### src/rtl/payload_engine_sched.sv
// Per-packet sequencer for a bank of regex match engines: clear, step, drain, report.
// Optional statistics counters are built when PAYLOAD_SCHED_STATS_EN is defined.
module payload_engine_sched #(
  parameter int NUM_ENG   = 64,
  parameter int MAX_BYTES = 1500,
  parameter int DRAIN_CYC = 2,
  parameter int CNT_W     = 11
) (
  input  logic               clk,
  input  logic               rst_n,
  input  logic [7:0]         s_data,
  input  logic               s_valid,
  input  logic               s_last,
  output logic               s_ready,
  output logic [7:0]         dec_byte,
  output logic               dec_kill,
  output logic               sod,
  output logic               en,
  input  logic [NUM_ENG-1:0] eng_match,
  output logic [NUM_ENG-1:0] res_vec,
  output logic               res_trunc,
  output logic               res_valid,
  input  logic               res_ready,
  output logic [2:0]         state_dbg
`ifdef PAYLOAD_SCHED_STATS_EN
  ,
  output logic [31:0]        stat_pkts,
  output logic [31:0]        stat_hits,
  output logic [31:0]        stat_trunc
`endif
);

  localparam int DRAIN_W = (DRAIN_CYC < 2) ? 1 : $clog2(DRAIN_CYC + 1);

  // Handshakes: s_data is taken on a cycle with s_valid & s_ready; the result
  // is taken on res_valid & res_ready and holds stable until then.
  typedef enum logic [2:0] {
    IDLE   = 3'd0,
    CLEAR  = 3'd1,
    RUN    = 3'd2,
    DRAIN  = 3'd3,
    REPORT = 3'd4
  } state_t;

  state_t             state;
  logic [CNT_W-1:0]   byte_cnt;
  logic [DRAIN_W-1:0] drain_cnt;
  logic               trunc;

  assign s_ready   = (state == RUN);
  assign state_dbg = state;

  always_ff @(posedge clk or negedge rst_n) begin
    if (!rst_n) begin
      state     <= IDLE;
      byte_cnt  <= '0;
      drain_cnt <= '0;
      trunc     <= 1'b0;
      sod       <= 1'b0;
      en        <= 1'b0;
      dec_kill  <= 1'b0;
      dec_byte  <= 8'd0;
      res_valid <= 1'b0;
      res_vec   <= '0;
      res_trunc <= 1'b0;
    end else begin
      sod      <= 1'b0;
      en       <= 1'b0;
      dec_kill <= 1'b0;
      case (state)
        IDLE: begin
          // The first byte only wakes us up; it is consumed later in RUN.
          if (s_valid) begin
            state <= CLEAR;
            sod   <= 1'b1;
          end
        end
        CLEAR: state <= RUN;
        RUN: begin
          if (s_valid) begin
            if (byte_cnt < CNT_W'(MAX_BYTES)) begin
              en       <= 1'b1;
              dec_byte <= s_data;
              byte_cnt <= byte_cnt + 1'b1;
            end else begin
              trunc <= 1'b1;
            end
            if (s_last) begin
              state     <= DRAIN;
              drain_cnt <= DRAIN_W'(DRAIN_CYC);
            end
          end
        end
        DRAIN: begin
          // Null steps push the last byte through decode and into the end state.
          if (drain_cnt != '0) begin
            en        <= 1'b1;
            dec_kill  <= 1'b1;
            dec_byte  <= 8'd0;
            drain_cnt <= drain_cnt - 1'b1;
          end else begin
            state     <= REPORT;
            res_valid <= 1'b1;
            res_vec   <= eng_match;
            res_trunc <= trunc;
          end
        end
        REPORT: begin
          if (res_ready) begin
            res_valid <= 1'b0;
            byte_cnt  <= '0;
            trunc     <= 1'b0;
            state     <= IDLE;
          end
        end
        default: state <= IDLE;
      endcase
    end
  end

`ifdef PAYLOAD_SCHED_STATS_EN
  always_ff @(posedge clk or negedge rst_n) begin
    if (!rst_n) begin
      stat_pkts  <= 32'd0;
      stat_hits  <= 32'd0;
      stat_trunc <= 32'd0;
    end else if (state == REPORT && res_valid && res_ready) begin
      stat_pkts <= stat_pkts + 32'd1;
      if (|res_vec) stat_hits <= stat_hits + 32'd1;
      if (res_trunc) stat_trunc <= stat_trunc + 32'd1;
    end
  end
`endif

endmodule
### config.mk
export PLATFORM = sky130hd
export DESIGN_NAME = payload_engine_sched
export DESIGN_NICKNAME = d
export VERILOG_FILES = /design/src/rtl/payload_engine_sched.sv
export SDC_FILE = /design/constraint.sdc
export NUM_CORES = 1
export LEC_CHECK = 0
export CORE_MARGIN = 5
export CORE_UTILIZATION = 50
export DETAILED_ROUTE_END_ITERATION = 8
export DONT_BUFFER_PORTS = 1
export PLACE_DENSITY_LB_ADDON = 0.05
export SLEW_MARGIN = 20
export SYNTH_ARGS = -nofsm -noshare
export SYNTH_HDL_FRONTEND = slang
export SYNTH_SLANG_ARGS = --single-unit
### constraint.sdc
create_clock -name clk -period 1.9 [get_ports clk]
set_input_delay 0.19 -clock clk [delete_from_list [all_inputs] [get_ports clk]]
set_output_delay 0.19 -clock clk [all_outputs]
set_load 0.01 [all_outputs]
* Word-level counts from Yosys, hierarchy flattened *
Index checks and enable logic that the tools add are counted.
W data, S select, Z words.

word-level totals
  flip-flop bits (word level) = 94
  logic and storage cells = 70
  output and inout bits = 81
  input bits = 77

cells by class
  $add $sub $neg = 2
  muxes and demuxes = 31
  reduce and logical (&&, ||, !) cells = 12
  equality and inequality tests = 12
  bitwise logic cells = 1
  $lt $le $gt $ge = 1

operator list
  operator                 count
  $mux W11                 3
  $mux W8                  3
  $pmux W11 S2             1
  $pmux W8 S2              1
  $reduce_and A4 Y1        4
  $mux W3                  5
  $pmux W3 S5              1
  $ne A2 B2 Y1 const B     7
  $add A11 B1 Y11 const B  1
  $lt A11 B11 Y1 const B   1
  $mux W1                  10
  $reduce_bool A2 Y1       4
  $eq A3 B2 Y1 const B     2
  $mux W2                  3
  $pmux W1 S2              3
  $reduce_and A5 Y1        1
  $pmux W2 S2              1
  $eq A3 B1 Y1 const B     1
  $eq A3 B3 Y1 const B     1
  $logic_not A3 Y1         1
  $reduce_and A3 Y1        1
  $ne A2 B1 Y1 const B     1
  $reduce_and A2 Y1        1
  $sub A2 B1 Y2 const B    1
  $not A1 Y1               1

* Depth between registers and ports, before layout *
Gate-level depths: netlist (run 1).

  depth in word-level cells = 4
  mapped depth = 6
  mapped depth without buffers = 6

* Worst setup path before layout (run 1) *
OpenSTA, ideal clock, no wires.

  path kind = register to register
  start = register state[2], in the netlist state_dbg[2]
  end = register byte_cnt[2]
  buffers on the path = 1
  slack = 256 ps
  data arrival time = 1518 ps
  stages on the path, launching flop included = 6
  required time = 1774 ps
  setup time = 126 ps
  cell sequence = dfrtp_1 buf_2 and4bb_2 o211ai_2 and2_1 a221o_1

between the ends
  word-level cells in the longest chain between the ends = 3
  elaborated cells on any way between the ends = 8
  those cells by class = 5 x eq/ne; 1 x mux; 2 x reduce/logical

ends and longest elaborated chain
  element                                                RTL line  RTL
  start: declaration                                     45        state_t state;
  start signal: assignment                               55        state <= IDLE;
  start signal: assignment                               74        state <= CLEAR;
  start signal: assignment                               78        CLEAR: state <= RUN;
  $eq A3 B2 Y1 or $eq A3 B3 Y1 (tied branches)           70        case (state)
  $ne A2 B1 Y1 (no source line) (tied with other cells)  --
  $reduce_and A4 Y1 (no source line)                     --
  end signal: assignment                                 84        byte_cnt <= byte_cnt + 1'b1;
  end: declaration                                       46        logic [CNT_W-1:0] byte_cnt;

Several ways; a longest one is shown, not always the timed one.
A chain may end at the register's enable or synchronous reset.

* Worst setup path in the final report (run 1) *
  start = register byte_cnt[4]
  end = register byte_cnt[2]

between the ends
  word-level cells in the longest chain between the ends = 3

ends and longest elaborated chain
  element                             RTL line  RTL
  $lt A11 B11 Y1                      81        if (byte_cnt < CNT_W'(MAX_BYTES)) begin
  $ne A2 B1 Y1 (no source line)       --
  $reduce_and A4 Y1 (no source line)  --

Every way passes these cells.

==> results of run 1 <==
-- cell type report --
class                           count  area (um^2)
Tap cell                          102        127.6
Timing Repair Buffer               80        805.8
Clock inverter                      5        81.33
Multi-Input combinational cell    165         1456
Clock buffer                       10        137.6
Fill cell                         590         2689
Sequential cell                    94         2352
Inverter                           10        37.54
-- cells in the final DEF, fill, tap and decap left out, drive strengths merged, types with 2 or more instances in the layout --
master,Yosys,layout
a21o,3,3
mux2,66,66
o21ai,13,13
clkbuf,2,10
nor2,5,5
or3b,2,2
dlygate4sd3,0,72
bufinv,0,2
nand4,4,4
nor3,4,4
and3,3,3
a21oi,3,3
nand2,13,13
or3,2,2
inv,10,11
ha,2,2
nand2b,2,2
a31oi,2,2
a22o,2,2
nor2b,3,3
dfrtp,94,94
nand3,19,19
nor3b,3,3
buf,11,8
-- registers in the layout, summed over array words and instances, names as in the netlist, 2 cells and up --
register,flops
res_vec,64
byte_cnt,11
dec_byte,8
state_dbg,3
drain_cnt,2
-- per-layer routing --
| metal | GRT usage [%] | vias to the layer above | wire [um] |
|---|---|---|---|
| met1 | 22.52 | 1231 | 3535 |
| li1 | - | 1150 | - |
| met4 | 5.357 | 0 | 84 |
| met5 | 0 | - | 0 |
| met3 | 5.308 | 7 | 675 |
| met2 | 28.65 | 98 | 4177 |
-- through the flow --
step | area, um^2 | hold WS [ns] | utilization, % | worst slack [ns]
after global routing | 4999 | -0.4974 | 65.02 | 0.05398
after global placement | 4059 | -0.1033 | 52.80 | 0.2295
after detailed placement | 4059 | -0.1024 | 52.80 | 0.2057
after CTS | 4999 | -0.4913 | 65.02 | 0.1740
final | 4999 | -0.4663 | 65.02 | 0.1628
after floorplan | 3925 | -0.1056 | - | 0.2556
-- kinds of logic (layout without fill, tap and decap cells) --
group,after synthesis,in the layout,share of synthesized area (%)
multiplexers,67,67,21.87
AO/OA/AOI/OAI,31,31,5.356
flip-flops,94,94,59.93
AND/OR/NAND/NOR,65,65,9.053
adder cells (fa/ha/maj),2,2,0.6374
buffers and inverters,23,105,3.156
-- repair_timing --
item / 4_1_cts / 5_1_grt
endpoints found under the hold margin: 166 / 94
gates resized for setup: 0 / 0
setup endpoints to repair: 0 / 0
-- power breakdown --
group	leakage (nW)	switching [mW]	internal [mW]
Clock	0.109	0.649	0.773
Combinational	1.06	0.757	1.21
Sequential	1.12	1.08	2.90
-- how the worst min path moves through the flow --
stage	to	slack, ns
3_5_place_dp	res_vec[13]$_DFFE_PN0P_	-0.10
4_1_cts	res_vec[29]$_DFFE_PN0P_	-0.49
6_report	res_vec[6]$_DFFE_PN0P_	-0.47
3_3_place_gp	res_vec[13]$_DFFE_PN0P_	-0.10
5_1_grt	res_vec[31]$_DFFE_PN0P_	-0.50
2_1_floorplan	byte_cnt[0]$_DFFE_PN0P_	-0.11
==> impl_metrics.csv, run 1 <==
group,metric,value,unit
synthesis,synth_most_common_cell,"dfrtp_1",
timing,relSlewSlack,74.02,%
synthesis,ys_top_cells_by_area,"dfrtp_1 (60%), mux2_2 (11%), mux2_4 (11%), nand3_1 (2.4%), o21ai_0 (1.5%)",
route,detail_route.vias_per_cell,5.335,
placement,placedCellCount,379,
synthesis,synth_sequential_area_ratio,59.93,%
worst_setup_path,path_depth,4,
worst_setup_path,worst_path_maximum_fanout,9,
layout,final_nets,439,
clock_network,clock-sinks,94,
route,final_antenna_net_count,0,
synthesis,syn_nets,361,
timing,finalSetupViolCount,0,
synthesis,ys_warn_count,0,
power,cellPowerDensity,1474,nW/um^2
worst_setup_path,timing_worst_setup_path_type,"register to register",
clock_network,clk_latency,0.34,ns
clock_network,max-clock-path-buffers,2,
placement,portBuffers,0,
synthesis,dominantRegCellSynth,"dfrtp_1",
clock_network,tritoncts.num_buffers,9,
layout,finish.cell_count_without_fillers,466,
floorplanning,io_pins,158,
clock_network,cts.repair_timing.setup_buffer_count,0,
worst_setup_path,worst_r2r_path_depth,4,
global_route,globalRouteTotalUtil,17.51,%
layout,areaGrowthSynthToFinish,27.35,%
timing,min_period,1.737,ns
placement,finalWeightedCongestion,0.8175,
worst_setup_path,crit_path_start,"byte_cnt[4]$_DFFE_PN0P_",
hold_path,hold_class,"primary input to asynchronous set/reset pin",
status,status,"finished, violations left",
synthesis,postSynthRegisterBits,94,
global_route,globalRoute.totalOverflow,0,
worst_setup_path,cp-end-kind,"register",
placement,post-dp-hpwl,5608,um
timing,rsz_0062_raised_after_global_routing,"no",
route,drt-total-wl,8472,um
global_route,global_route_wire_length_before_repair,13720,um
route,drtPass1Iterations,4,
clock_network,post_cts_hold_buffer_count,72,
synthesis,synth_enable_flop_cells,0,
timing,timing.final.max_slew_violations,0,
worst_setup_path,setup.reg_to_reg.worst_slack,0.16,ns
synthesis,mean_instance_size_in_the_synthesized_netlist,13.92,um^2
power,report.power.total,7.369,mW
timing,worst_setup_skew_after_layout,0.009996,ns
worst_setup_path,path_delay_family,"compound AO/OA/AOI/OAI gates",
timing,finalCritPeriodShare,91.43,%
worst_setup_path,critPathSlowestCell,"dfrtp_1",
floorplanning,floorplan.core_area,7687,um^2
worst_setup_path,crit_buf_inv,0,
floorplanning,dieHeight,98.60,um
layout,drive_above_1_share,26.10,%
timing,tns,0,ns
clock_network,cts.htree.levels,3,
floorplanning,die_width,98.60,um
power,ir_drop,0.6406,mV
worst_setup_path,timing.critical_path.slowest_cell_delay,0.44,ns
worst_setup_path,worst-endpoint-arrival,1.96,ns
clock_network,path_clk_slew,0.09,ns
clock_network,cts-root-buf,"clkbuf_8",
floorplanning,die-area,9722,um^2
timing,worst_slew_pin_slew,0.3889,ns
synthesis,netlist.top_cell.by_area,"dfrtp_1",
job,max_cap_viol_count,0,
timing,worst_hold_margin,-0.4663,ns
worst_setup_path,crit_end,"byte_cnt[2]$_DFFE_PN0P_",
worst_setup_path,reg_to_reg_endpoint,"byte_cnt[2]$_DFFE_PN0P_",
route,dr.first_iter.drc_count,129,
timing,timing_hold_violations_final,94,
floorplanning,rows,32,
synthesis,synthDistinctLibCells,40,
worst_setup_path,critPathLaunchType,"register",
global_route,maximum_number_of_pins_on_one_net_before_global_route_repair,95,
status,failing_checks,"hold timing",
synthesis,synth.top_cell.area_share,59.93,%
synthesis,synth_cells,282,
clock_network,clock_tree_from_tritoncts,"yes",
synthesis,proportion_of_synthesized_flip_flops_having_asynchronous_set_or_reset,100.0,%
global_route,first_global_vias,2624,
synthesis,post_synth_most_frequent_cells,"dfrtp_1 (94), mux2_2 (38), mux2_4 (28)",
power,cellLeakagePower,2.291,nW
floorplanning,initial_core_util,51.06,%
route,route.vias.total,2486,
synthesis,syn-cell-area,3925,um^2
worst_setup_path,cp_data_required_time,2.12,ns
layout,n_antenna_cell,0,
worst_setup_path,cell_breakdown_of_the_critical_path,"a31oi_1 -> o211ai_2 -> and2_1 -> a221o_1",
route,drc,0,
global_route,antenna_found_initial,0,
route,route.detailed.wl_per_inst,18.18,um
timing,max_clock_freq,575.7,MHz
worst_setup_path,regToRegStartpoint,"byte_cnt[4]$_DFFE_PN0P_",
No activity file was read; power rests on OpenSTA's default activity.
==> run 2: changes to the inputs <==
--- a/config.mk
+++ b/config.mk
@@ -7,6 +7,7 @@
 export LEC_CHECK = 0
 export CORE_MARGIN = 5
 export CORE_UTILIZATION = 50
+export CTS_BUF_LIST = sky130_fd_sc_hd__clkbuf_16
 export DETAILED_ROUTE_END_ITERATION = 8
 export DONT_BUFFER_PORTS = 1
 export PLACE_DENSITY_LB_ADDON = 0.05
==> impl_metrics.csv, run 2 (synthesized netlist as in run 1, its figures left out) <==
group,metric,value,unit
worst_setup_path,critPathSlowestCell,"dfrtp_1",
power,sw_frac_of_total,32.50,%
clock_network,cts.repair_timing.setup_buffer_count,0,
job,max_cap_viol_count,0,
global_route,global_route_wire_length_before_repair,12890,um
worst_setup_path,timing_worst_setup_path_type,"register to register",
power,total_switching_power,2.508,mW
clock_network,max-clock-path-buffers,2,
layout,n_antenna_cell,0,
worst_setup_path,critPathLaunchType,"register",
route,route.detailed.wl_per_inst,18.81,um
floorplanning,floorplan.core_area,7687,um^2
floorplanning,rows,32,
timing,finalSetupViolCount,0,
layout,top_reg_by_flops,"res_vec",
floorplanning,die_width,98.60,um
status,status,"finished, violations left",
layout,layout.cells.most_common,"dfrtp_1",
global_route,first_global_vias,2354,
placement,post-dp-hpwl,5608,um
layout,multi_input_comb_area,1456,um^2
floorplanning,die-area,9722,um^2
global_route,globalRoute.totalOverflow,0,
timing,finalCritPeriodShare,91.09,%
floorplanning,dieHeight,98.60,um
global_route,maximum_number_of_pins_on_one_net_before_global_route_repair,95,
layout,largest_register_ffs,64,
power,pwr-share-seq,51.5,%
placement,postPlaceCellArea,4059,um^2
placement,portBuffers,0,
clock_network,path_clk_slew,0.06,ns
timing,relSlewSlack,74.92,%
layout,final_design_area_excluding_fillers,4690,um^2
clock_network,clock_tree_from_tritoncts,"yes",
floorplanning,io_pins,158,
global_route,antenna_found_initial,0,
timing,max_clock_freq,577.8,MHz
floorplanning,initial_core_util,51.06,%
route,drt-total-wl,8014,um
timing,rsz_0062_raised_after_global_routing,"no",
timing,timing.final.max_slew_violations,0,
clock_network,cts.htree.levels,3,
power,p_int,5.207,mW
route,drtPass1Iterations,4,
route,detail_route.vias_per_cell,5.493,
timing,tns,0,ns
route,route.vias.total,2340,
power,power.share.clock,24.0,%
status,failing_checks,"hold timing",
clock_network,clk_latency,0.32,ns
layout,area.sequential,2352,um^2
timing,min_period,1.731,ns
worst_setup_path,worst_path_maximum_fanout,9,
clock_network,clock-sinks,94,
worst_setup_path,worst-endpoint-arrival,1.94,ns
global_route,globalRouteTotalUtil,16.41,%
clock_network,cts-root-buf,"clkbuf_16",
route,drc,0,
timing,worst_hold_margin,-0.4451,ns
layout,filler_cell_count,624,
timing,timing_hold_violations_final,94,
placement,finalWeightedCongestion,0.8175,
layout,drive_above_1_share,29.01,%
route,final_antenna_net_count,0,
worst_setup_path,cp_data_required_time,2.10,ns
worst_setup_path,cell_breakdown_of_the_critical_path,"a31oi_1 -> o211ai_2 -> and2_1 -> a221o_1",
hold_path,hold_class,"primary input to asynchronous set/reset pin",
layout,commonest_cells_after_routing_fill_and_taps_aside,"dfrtp_1 (94), mux2_2 (38), dlygate4sd3_1 (32)",
worst_setup_path,timing.critical_path.slowest_cell_delay,0.43,ns
power,ir_drop,0.7528,mV
layout,areaGrowthSynthToFinish,19.48,%
layout,top_regs,"res_vec (64), byte_cnt (11), dec_byte (8)",
clock_network,post_cts.resized_instances,0,
power,cellLeakagePower,2.165,nW
route,dr.first_iter.drc_count,122,
clock_network,tritoncts.num_buffers,9,
timing,worst_slew_pin_slew,0.3710,ns
power,power.combinational.fraction,24.5,%
timing,worst_setup_skew_after_layout,0.006794,ns
power,cellPowerDensity,1645,nW/um^2
worst_setup_path,cp-end-kind,"register",
layout,final_nets,399,
clock_network,post_cts_hold_buffer_count,24,
-- run 2: cell types whose count changed in the layout (fill, tap and decap cells not counted), sizes merged --
| cell | previous run | this run |
|---|---|---|
| clkinv | 1 | 2 |
| clkbuf | 10 | 9 |
| dlygate4sd3 | 72 | 32 |
-- run 2: area by class of cell --
class | instances | area share, %
Clock buffer | 9 | 4.803
Clock inverter | 6 | 1.814
Inverter | 10 | 0.8004
Multi-Input combinational cell | 165 | 31.06
Sequential cell | 94 | 50.16
Tap cell | 102 | 2.721
Timing Repair Buffer | 40 | 8.645
-- run 2: worst paths after layout --
path | cells after the start | end | slack [ns] | startpoint
min in group clk | 2 | dec_byte[4]$_DFFE_PN0P_ | 0.01 | s_data[4]
max in group asynchronous | 0 | byte_cnt[9]$_DFFE_PN0P_ | 2.18 | rst_n
worst min register to register | 1 | trunc$_DFFE_PN0P_ | 0.49 | trunc$_DFFE_PN0P_
worst min-delay path | 0 | res_vec[13]$_DFFE_PN0P_ | -0.45 | rst_n
worst max register to register | 4 | byte_cnt[2]$_DFFE_PN0P_ | 0.17 | byte_cnt[4]$_DFFE_PN0P_
worst max-delay path | 4 | byte_cnt[2]$_DFFE_PN0P_ | 0.17 | byte_cnt[4]$_DFFE_PN0P_
-- run 2: metal layers --
metal	GRT usage [%]	up-vias	part of all wire, %
met5	0	-	0
met4	3.466	0	0.77
met2	25.17	103	47
met1	22.06	1157	43
met3	6.865	6	8.6
li1	-	1074	-
-- run 2: power by group through the flow --
stage / clock network, mW / logic (mW) / registers [mW]
global route: 2.00 / 2.10 / 4.10
floorplan: 0 / 1.55 / 3.81
CTS: 1.90 / 1.91 / 4.00
finish: 1.85 / 1.89 / 3.97
detailed placement: 0 / 1.86 / 4.03
global placement: 0 / 1.81 / 4.01
-- run 2: worst max-delay path: cells and delay by family, from the launching register on --
family / cells / cell delay (ns)
AND/OR/NAND/NOR: 1 / 0.23
flip-flops: 1 / 0.43
AO/OA/AOI/OAI: 3 / 0.95
-- run 2: through the flow --
step	hold slack [ns]	instances	setup slack, ns	power (mW)	utilization [%]
after global routing	-0.4655	426	0.05722	8.199	61.00
final	-0.4451	426	0.1692	7.715	61.00
after floorplan	-0.1056	282	0.2556	5.361	-
after CTS	-0.4553	418	0.1769	7.806	59.96
after detailed placement	-0.1024	379	0.2057	5.889	52.80
after global placement	-0.1033	379	0.2295	5.823	52.80
